===== src/rtl/ddr3_arb_pkg.sv =====
// Shared types and sizes for the ddr3 system-port arbiter.
package ddr3_arb_pkg;

  localparam int DDR_AW = 29;
  localparam int DDR_DW = 256;
  localparam int DDR_MW = 32;

  typedef enum logic [2:0] {
    IDLE,
    ISSUE,
    WAIT_LO,
    WAIT_HI,
    DONE
  } state_t;

  // Bits needed to count 0..value-1; never less than one bit.
  function automatic int clog2(input int value);
    int w;
    w = 1;
    while ((1 << w) < value) w++;
    return w;
  endfunction

endpackage


===== src/rtl/rr_arbiter.sv =====
// Combinational round-robin pick: first pending request at or after ptr, wrapping.
module rr_arbiter
  import ddr3_arb_pkg::*;
#(
  parameter int N  = 2,
  parameter int PW = clog2(N)
) (
  input  logic [N-1:0]  req,
  input  logic [PW-1:0] ptr,
  output logic [N-1:0]  grant,
  output logic [PW-1:0] grant_idx,
  output logic          valid
);

  logic [PW-1:0] cand [N];

  // Search order starting at ptr, wrapping modulo N.
  always_comb begin
    for (int i = 0; i < N; i++) begin
      cand[i] = PW'((int'(ptr) + i) % N);
    end
  end

  // Take the first candidate with a pending request.
  always_comb begin
    grant     = '0;
    grant_idx = '0;
    valid     = 1'b0;
    for (int i = 0; i < N; i++) begin
      if (!valid && req[cand[i]]) begin
        valid            = 1'b1;
        grant_idx        = cand[i];
        grant[cand[i]]   = 1'b1;
      end
    end
  end

endmodule


===== src/rtl/ddr3_port_arbiter.sv =====
// Shares the single ddr3 controller system port between NREQ requesters.
//
// state   | meaning
// --------+-----------------------------------------------------------
// IDLE    | controller ready and a request pending -> latch winner
// ISSUE   | one-cycle srd/swr strobe with latched command
// WAIT_LO | wait for the controller to go busy (srdy low)
// WAIT_HI | wait for the controller to finish (srdy high)
// DONE    | req_done pulse to the granted requester, advance ptr
module ddr3_port_arbiter
  import ddr3_arb_pkg::*;
#(
  parameter int NREQ    = 2,
  parameter int TIMEOUT = 1024
) (
  input  logic                   clk,
  input  logic                   rst,
  input  logic [NREQ-1:0]        req_rd,
  input  logic [NREQ-1:0]        req_wr,
  input  logic [NREQ*DDR_AW-1:0] req_a,
  input  logic [NREQ*DDR_DW-1:0] req_wdat,
  input  logic [NREQ*DDR_MW-1:0] req_msk,
  output logic [NREQ-1:0]        req_done,
  output logic                   req_err,
  output logic [DDR_DW-1:0]      rdat,
  output logic                   srd,
  output logic                   swr,
  output logic [DDR_AW-1:0]      sa,
  output logic [DDR_DW-1:0]      swdat,
  output logic [DDR_MW-1:0]      smsk,
  input  logic [DDR_DW-1:0]      srdat,
  input  logic                   srdy,
  output logic                   err_sticky
);

  localparam int PW = clog2(NREQ);
  localparam int WW = clog2(TIMEOUT);
  localparam logic [WW-1:0] WD_LAST = WW'(TIMEOUT - 1);

  state_t            state, state_nxt;
  logic [PW-1:0]     ptr, g_idx, arb_idx;
  logic [NREQ-1:0]   g_oh, arb_grant, req_any;
  logic              arb_valid, is_wr, timed_out;
  logic              latch_en, cap_rd, to_hit;
  logic [WW-1:0]     wd;
  logic [DDR_AW-1:0] sel_a;
  logic [DDR_DW-1:0] sel_wdat;
  logic [DDR_MW-1:0] sel_msk;
  logic              sel_wr;

  assign req_any = req_rd | req_wr;

  rr_arbiter #(.N(NREQ), .PW(PW)) u_rr (
    .req       (req_any),
    .ptr       (ptr),
    .grant     (arb_grant),
    .grant_idx (arb_idx),
    .valid     (arb_valid)
  );

  // Select the winning requester's command; write wins over a simultaneous read.
  always_comb begin
    sel_a    = '0;
    sel_wdat = '0;
    sel_msk  = '0;
    sel_wr   = 1'b0;
    for (int i = 0; i < NREQ; i++) begin
      if (arb_idx == PW'(i)) begin
        sel_a    = req_a[i*DDR_AW +: DDR_AW];
        sel_wdat = req_wdat[i*DDR_DW +: DDR_DW];
        sel_msk  = req_msk[i*DDR_MW +: DDR_MW];
        sel_wr   = req_wr[i];
      end
    end
  end

  // Next-state logic; in WAIT_HI a real completion beats the watchdog.
  always_comb begin
    state_nxt = state;
    latch_en  = 1'b0;
    cap_rd    = 1'b0;
    to_hit    = 1'b0;
    case (state)
      IDLE: begin
        if (srdy && arb_valid) begin
          latch_en  = 1'b1;
          state_nxt = ISSUE;
        end
      end
      ISSUE:   state_nxt = WAIT_LO;
      WAIT_LO: begin
        if (wd == WD_LAST) begin
          to_hit    = 1'b1;
          state_nxt = DONE;
        end else if (!srdy) begin
          state_nxt = WAIT_HI;
        end
      end
      WAIT_HI: begin
        if (srdy) begin
          cap_rd    = !is_wr;
          state_nxt = DONE;
        end else if (wd == WD_LAST) begin
          to_hit    = 1'b1;
          state_nxt = DONE;
        end
      end
      DONE:    state_nxt = IDLE;
      default: state_nxt = IDLE;
    endcase
  end

  assign srd      = (state == ISSUE) && !is_wr;
  assign swr      = (state == ISSUE) && is_wr;
  assign req_done = (state == DONE) ? g_oh : '0;
  assign req_err  = (state == DONE) && timed_out;

  // State register.
  always_ff @(posedge clk or posedge rst) begin
    if (rst) state <= IDLE;
    else     state <= state_nxt;
  end

  // Latched command, held on the controller port from ISSUE through DONE.
  always_ff @(posedge clk or posedge rst) begin
    if (rst) begin
      g_oh  <= '0;
      g_idx <= '0;
      is_wr <= 1'b0;
      sa    <= '0;
      swdat <= '0;
      smsk  <= '0;
    end else if (latch_en) begin
      g_oh  <= arb_grant;
      g_idx <= arb_idx;
      is_wr <= sel_wr;
      sa    <= sel_a;
      swdat <= sel_wdat;
      smsk  <= sel_msk;
    end
  end

  // Watchdog: cleared when a command is launched, counts while waiting on srdy.
  always_ff @(posedge clk or posedge rst) begin
    if (rst) begin
      wd        <= '0;
      timed_out <= 1'b0;
    end else begin
      if (latch_en) begin
        wd        <= '0;
        timed_out <= 1'b0;
      end else if (state == WAIT_LO || state == WAIT_HI) begin
        wd <= wd + 1'b1;
      end
      if (to_hit) timed_out <= 1'b1;
    end
  end

  // Error flag survives everything but reset.
  always_ff @(posedge clk or posedge rst) begin
    if (rst)         err_sticky <= 1'b0;
    else if (to_hit) err_sticky <= 1'b1;
  end

  // Read data is taken as srdy rises so it is already valid during DONE.
  always_ff @(posedge clk or posedge rst) begin
    if (rst)         rdat <= '0;
    else if (cap_rd) rdat <= srdat;
  end

  // Round-robin pointer moves past the requester just served.
  always_ff @(posedge clk or posedge rst) begin
    if (rst) begin
      ptr <= '0;
    end else if (state == DONE) begin
      ptr <= (g_idx == PW'(NREQ - 1)) ? '0 : g_idx + 1'b1;
    end
  end

endmodule


===== config.mk =====
export PLATFORM = sky130hd
export DESIGN_NAME = ddr3_port_arbiter
export DESIGN_NICKNAME = d
export VERILOG_FILES = /design/src/rtl/ddr3_arb_pkg.sv /design/src/rtl/rr_arbiter.sv /design/src/rtl/ddr3_port_arbiter.sv
export SDC_FILE = /design/constraint.sdc
export NUM_CORES = 1
export LEC_CHECK = 0
export CELL_PAD_IN_SITES_DETAIL_PLACEMENT = 1
export CELL_PAD_IN_SITES_GLOBAL_PLACEMENT = 2
export CORE_AREA = 2 2 575 577
export DETAILED_ROUTE_END_ITERATION = 12
export DIE_AREA = 0 0 577 579
export PLACE_DENSITY = 0.46
export SETUP_SLACK_MARGIN = 0.3
export SYNTH_ARGS = -nofsm -noshare
export SYNTH_HDL_FRONTEND = slang
export SYNTH_HIERARCHICAL = 1
export SYNTH_SLANG_ARGS = --single-unit

===== constraint.sdc =====
create_clock -name clk -period 33.1 [get_ports clk]
set_clock_uncertainty 0.15 [all_clocks]
set_input_delay 4.965 -clock clk [delete_from_list [all_inputs] [get_ports clk]]
set_output_delay 4.965 -clock clk [all_outputs]
set_load 0.02 [all_outputs]

* After elaboration in Yosys (flattened, before gate mapping)
Index checks and enable logic that the tools add are counted.
** Storage, ports and cells
- Bits in registers :: 593
- Input port bits :: 897
- Output and inout port bits :: 579
** Operators by class
- Add/subtract/negate cells :: 3
- $lt $le $gt $ge :: 4
- Equality and inequality tests :: 8
- Mux-type cells :: 37
- Bitwise gates (word level) :: 2
- Reductions and logical operators :: 14
** Operator list (count)
- $mux 256 :: 1
- $mux 32 :: 1
- $mux 29 :: 1
- $mux 1 :: 20
- $mux 10 :: 2
- $mux 3 :: 5
- $pmux 3 s4 :: 1
- $add 10x1->10 const B :: 1
- $eq 10x10->1 const B :: 1
- $logic_and 1x1->1 :: 7
- $eq 3x2->1 const B :: 2
- $mux 2 :: 3
- $ne 3x3->1 const B :: 2
- $lt 1x2->1 const B :: 2
- $or 2x2->2 :: 2
- $reduce_bool 2->1 :: 2
- $eq 3x1->1 const B :: 1
- $eq 3x3->1 const B :: 1
- $logic_not 3->1 :: 1
- $reduce_and 3->1 :: 1
- $add 1x1->1 const B :: 2
- $demux 1 s1 :: 2
- $ge 1x1->1 const B :: 2
- $logic_not 1->1 :: 2
- 3 further kinds :: 3

* Longest topological paths before layout
- Word-level depth :: 12
- Depth in mapped cells :: 8
- Depth with buffers taken out :: 5

* Hierarchy
The synthesis kept the hierarchy.
** Modules (own cells, without submodules)
- ddr3_port_arbiter :: times used 1, cells each 2048, area each 25490.7 um^2, sequential area each 14839.2 um^2
- rr_arbiter :: times used 1, cells each 5, area each 32.5 um^2, sequential area each 0.0 um^2

* Least setup slack after synthesis
No wires, ideal clock.
- Path kind :: input -> register
- From :: input req_wr[0]
- To :: register is_wr
- Data arrival time :: 6.593 ns
- Required time :: 32.817 ns
- Slack :: 26.224 ns
- Cell stages on the path :: 7
- Path buffers :: 3
- Cells stage by stage :: or2_2 > a21boi_0 > clkbuf_1 > clkbuf_1 > clkbuf_1 > mux2i_1 > o21ai_0
** RTL lines
- from (decl) :: RTL line ddr3_port_arbiter.sv:19 : input logic [NREQ-1:0] req_wr,
- $or 2x2->2 * :: RTL line ddr3_port_arbiter.sv:51 : assign req_any = req_rd | req_wr;
- $mux 1 (implied by the code) (2 in a row) :: RTL line rr_arbiter.sv:30 : if (!valid && req[cand[i]]) begin
- $mux 1 :: RTL line rr_arbiter.sv:30
- $logic_not 1->1 :: RTL line rr_arbiter.sv:30
- $logic_and 1x1->1 :: RTL line rr_arbiter.sv:30
- $mux 1 * :: RTL line rr_arbiter.sv:30
- net arb_idx :: RTL line ddr3_port_arbiter.sv:41 : logic [PW-1:0] ptr, g_idx, arb_idx;
- $mux 1 * :: RTL line ddr3_port_arbiter.sv:68 : if (arb_idx == PW'(i)) begin
- to (signal assigned) :: RTL line ddr3_port_arbiter.sv:136 : is_wr <= sel_wr;
- to (decl) :: RTL line ddr3_port_arbiter.sv:43 : logic arb_valid, is_wr, timed_out;
Mark *: on every way through the listed nets, which the timed path passes. The rest lies on a longest branch. The select of a mux whose other input is x is not followed.
A chain may end at the register's enable or synchronous reset.

* Final worst setup path
- From :: input req_rd[0]
- To :: register swdat[100]
** On the way
- Longest elaborated chain between the ends :: 10
** RTL lines
- from (decl) :: RTL line ddr3_port_arbiter.sv:18 : input logic [NREQ-1:0] req_rd,
- $or 2x2->2 * :: RTL line ddr3_port_arbiter.sv:51
- net req_any[0] :: RTL line ddr3_port_arbiter.sv:42 : logic [NREQ-1:0] g_oh, arb_grant, req_any;
- $mux 1 (implied by the code) (2 in a row) :: RTL line rr_arbiter.sv:30
- $mux 1 :: RTL line rr_arbiter.sv:30
- $logic_not 1->1 :: RTL line rr_arbiter.sv:30
- $logic_and 1x1->1 :: RTL line rr_arbiter.sv:30
- $mux 1 * :: RTL line rr_arbiter.sv:30
- net arb_valid :: RTL line ddr3_port_arbiter.sv:43
- $logic_and 1x1->1 * :: RTL line ddr3_port_arbiter.sv:85 : if (srdy && arb_valid) begin
- $mux 1 * :: RTL line ddr3_port_arbiter.sv:85
- $mux 1 * :: RTL line ddr3_port_arbiter.sv:83 : case (state)
- to (signal assigned) :: RTL line ddr3_port_arbiter.sv:138 : swdat <= sel_wdat;
- to (decl) :: RTL line ddr3_port_arbiter.sv:29 : output logic [DDR_DW-1:0] swdat,
Marked as above.

==> results.json <==
{
  "status": "completed",
  "htree_num_levels": 3,
  "dieWidth_um": 577,
  "yosys.area_share.xor_xnor": 0.000686,
  "wl_mm": 211,
  "drcViolationCount": 0,
  "post_cts.repair.setup_buffers": 0,
  "worstPathCellList": "clkdlybuf4s50_1 > or2_2 > or2_1 > inv_8 > or2_4 > buf_4 > buf_4 > o21ai_0",
  "holdPathStages": 1,
  "yosysTopAreaCellShare": 0.581,
  "synth_mux_area_frac": 0.241,
  "setup_tns_ns": 0,
  "hold_start": "g_idx",
  "rsz0062_at_grt": "no",
  "ys_ff_latch": 593,
  "synth-simple-area-share": 0.00892,
  "path_buf_inv": 4,
  "rows": 211,
  "synthCells": 2053,
  "grt_max_degree": 150,
  "synth_warnings": 6,
  "root_buffer": "clkbuf_16",
  "grt_pass1_vias": 25600,
  "clk_path_buf_depth": 4,
  "netlist-cell-type-count": 40,
  "path_clk_slew_ns": 0.05,
  "holdCritPathClass": "flip-flop to flip-flop",
  "final_layout_size_suffix_gt1_frac": 0.128,
  "cp.required_ns": 33.53,
  "min_period_ns": 8.96,
  "vdd_drop_max_mv": 0.0412,
  "critPathMaxStageDelay_ns": 0.80,
  "antenna_found_initial": 90,
  "cp.arrival_ns": 9.39,
  "netlist_top_cells_area": "dfrtp_1, mux2i_1, o21ai_0, mux2_2, clkbuf_1",
  "r2r_end": "rdat[24]",
  "die_area_um2": 334000,
  "min_to": "ptr",
  "dp_hpwl_mm": 177,
  "grt_first_pass_wirelength_mm": 268,
  "crit_slowest_cell": "buf_4",
  "drt_iter0_markers": 1034,
  "area_delta_synth_final_pct": 88.7,
  "ant_nets": 0,
  "synth_top_cell_by_area": "dfrtp_1",
  "r2r_cells": 6,
  "cts_buffers": 89,
  "p_leak_nw": 18.1,
  "wl_per_cell_um": 26.6,
  "finalHoldViolCount": 0,
  "ff2ff_setup_slack_ns": 28.99,
  "vias_per_cell": 2.97,
  "first_pass_iters": 5,
  "tightest_slew_ns": 1.21,
  "insertion_delay_ns": 0.76,
  "final_common_cell": "clkdlybuf4s50_1",
  "die_h_um": 579,
  "r2r_start": "state[2]",
  "core-area_um2": 329000,
  "syn_area_um2": 25500,
  "seq_area_frac_synth": 0.581,
  "setup.worst_path.class": "input pin to flip-flop",
  "timing.hold.ws_ns": 0.323,
  "critPathMostFrequentCell": "buf_4",
  "synth_fa_ha_area_frac": 0.000490,
  "critical_path.endpoint_type": "flip-flop",
  "start_util": 0.0777,
  "synth_compound_area_frac": 0.130,
  "drv_slew": 0,
  "cp_top_family": "buffers and inverters",
  "synth_top_family_by_area": "multiplexers",
  "cts_resized": 0,
  "fmax_mhz": 112,
  "utilization": 0.147,
  "path_max_fanout": 102,
  "port_buffers": 1475,
  "grt-ovfl-total": 0,
  "vias": 23500,
  "syn-num-nets": 2951,
  "worstSetupStartpointType": "input pin",
  "final_cell_mix": "clkdlybuf4s50_1, o21ai_0, dfrtp_1",
  "ctsHoldBuffers": 0,
  "period_share": 0.271,
  "postSynthAreaPerCell_um2": 12.4,
  "gp_congestion": 0.816,
  "relSlewSlack": 0.195,
  "maxCapViolCount": 0,
  "grt_use_total": 0.121,
  "finalNetCount": 4374,
  "power_density_nw_per_um2": 95.9,
  "io_pins": 1476,
  "cts_tree": "done",
  "finalSetupViolCount": 0,
  "cts_num_sinks": 593
}
[per-layer routing]
metal,vias up,wire length (µm),GRT usage
met1,11700,76900,0.128
met3,289,22900,0.0548
met5,-,80,0
li1,10300,-,-
met2,1209,107000,0.219
met4,12,4610,0.0235
[synthesized netlist by cell type, drive strengths merged]
cell and number:
a211oi 1, a21boi 3, a21oi 3, a31o 1, a32o 1, and3 3
buf 62, clkbuf 112, dfrtp 593, ha 1, inv 6, mux2 259
mux2i 323, nand2 5, nand2b 1, nand3 2, nand3b 1, nand4 1
nand4b 1, nor2 7, nor2b 1, nor3 4, nor4 1, nor4b 1
nor4bb 1, o21ai 643, o21bai 1, o31ai 3, or2 4, or3 3
or3b 1, or4 1, or4b 1, xnor2 1, xor2 1
[registers in the layout, indices dropped and copies added, names as in the netlist, 2 cells and up]
signal and cells:
state 3, sa 29, g_oh 2, swdat 256, wd 10, rdat 256
smsk 32
[through the flow]
step                setup slack (ns)  total power [mW]  instances  area, µm²
floorplan                      11.39              2.23       2053      25500
global placement               23.30              3.70       7751      45100
detailed placement             23.28              3.72       7751      45100
CTS                            24.13              4.78       7910      48100
global route                   23.91              4.92       7914      48100
finish                         24.14              4.62       7926      48200
[report_power, final]
| part | internal (mW) | total (mW) | switching [mW] |
|---|---|---|---|
| sequential | 1.08 | 1.32 | 0.247 |
| combinational | 0.960 | 2.28 | 1.32 |
| clock | 0.613 | 1.01 | 0.400 |
[cells by family (layout without fill, tap and decap cells)]
logic type,Yosys count,count (layout)
xor gates and xnor gates,2,2
other,0,16
and+or+nand+nor,39,39
adders and majority gates,1,1
DFF,593,593
AOI/OAI and AO/OA,656,656
buffers and inverters,180,1671
muxes,582,582
[worst max-delay path by stage]
stage | endpoint | cells past startpoint | from
after floorplan | err_sticky | 1 | rst
after global placement | swdat[210] | 8 | req_rd[1]
after detailed placement | swdat[197] | 8 | req_rd[1]
after CTS | swdat[136] | 8 | req_rd[1]
after global routing | swdat[113] | 8 | req_rd[1]
final | swdat[100] | 8 | req_rd[0]
[cell type report]
class	instances	area, µm²
Fill cell	37800	281000
Timing Repair Buffer	1506	15000
Sequential cell	593	14800
Multi-Input combinational cell	1280	9740
Tap cell	4366	5460
Clock buffer	123	2570
Clock inverter	36	458
Antenna cell	16	40.0
Inverter	6	37.5
No activity file was read; power rests on OpenSTA's default activity.
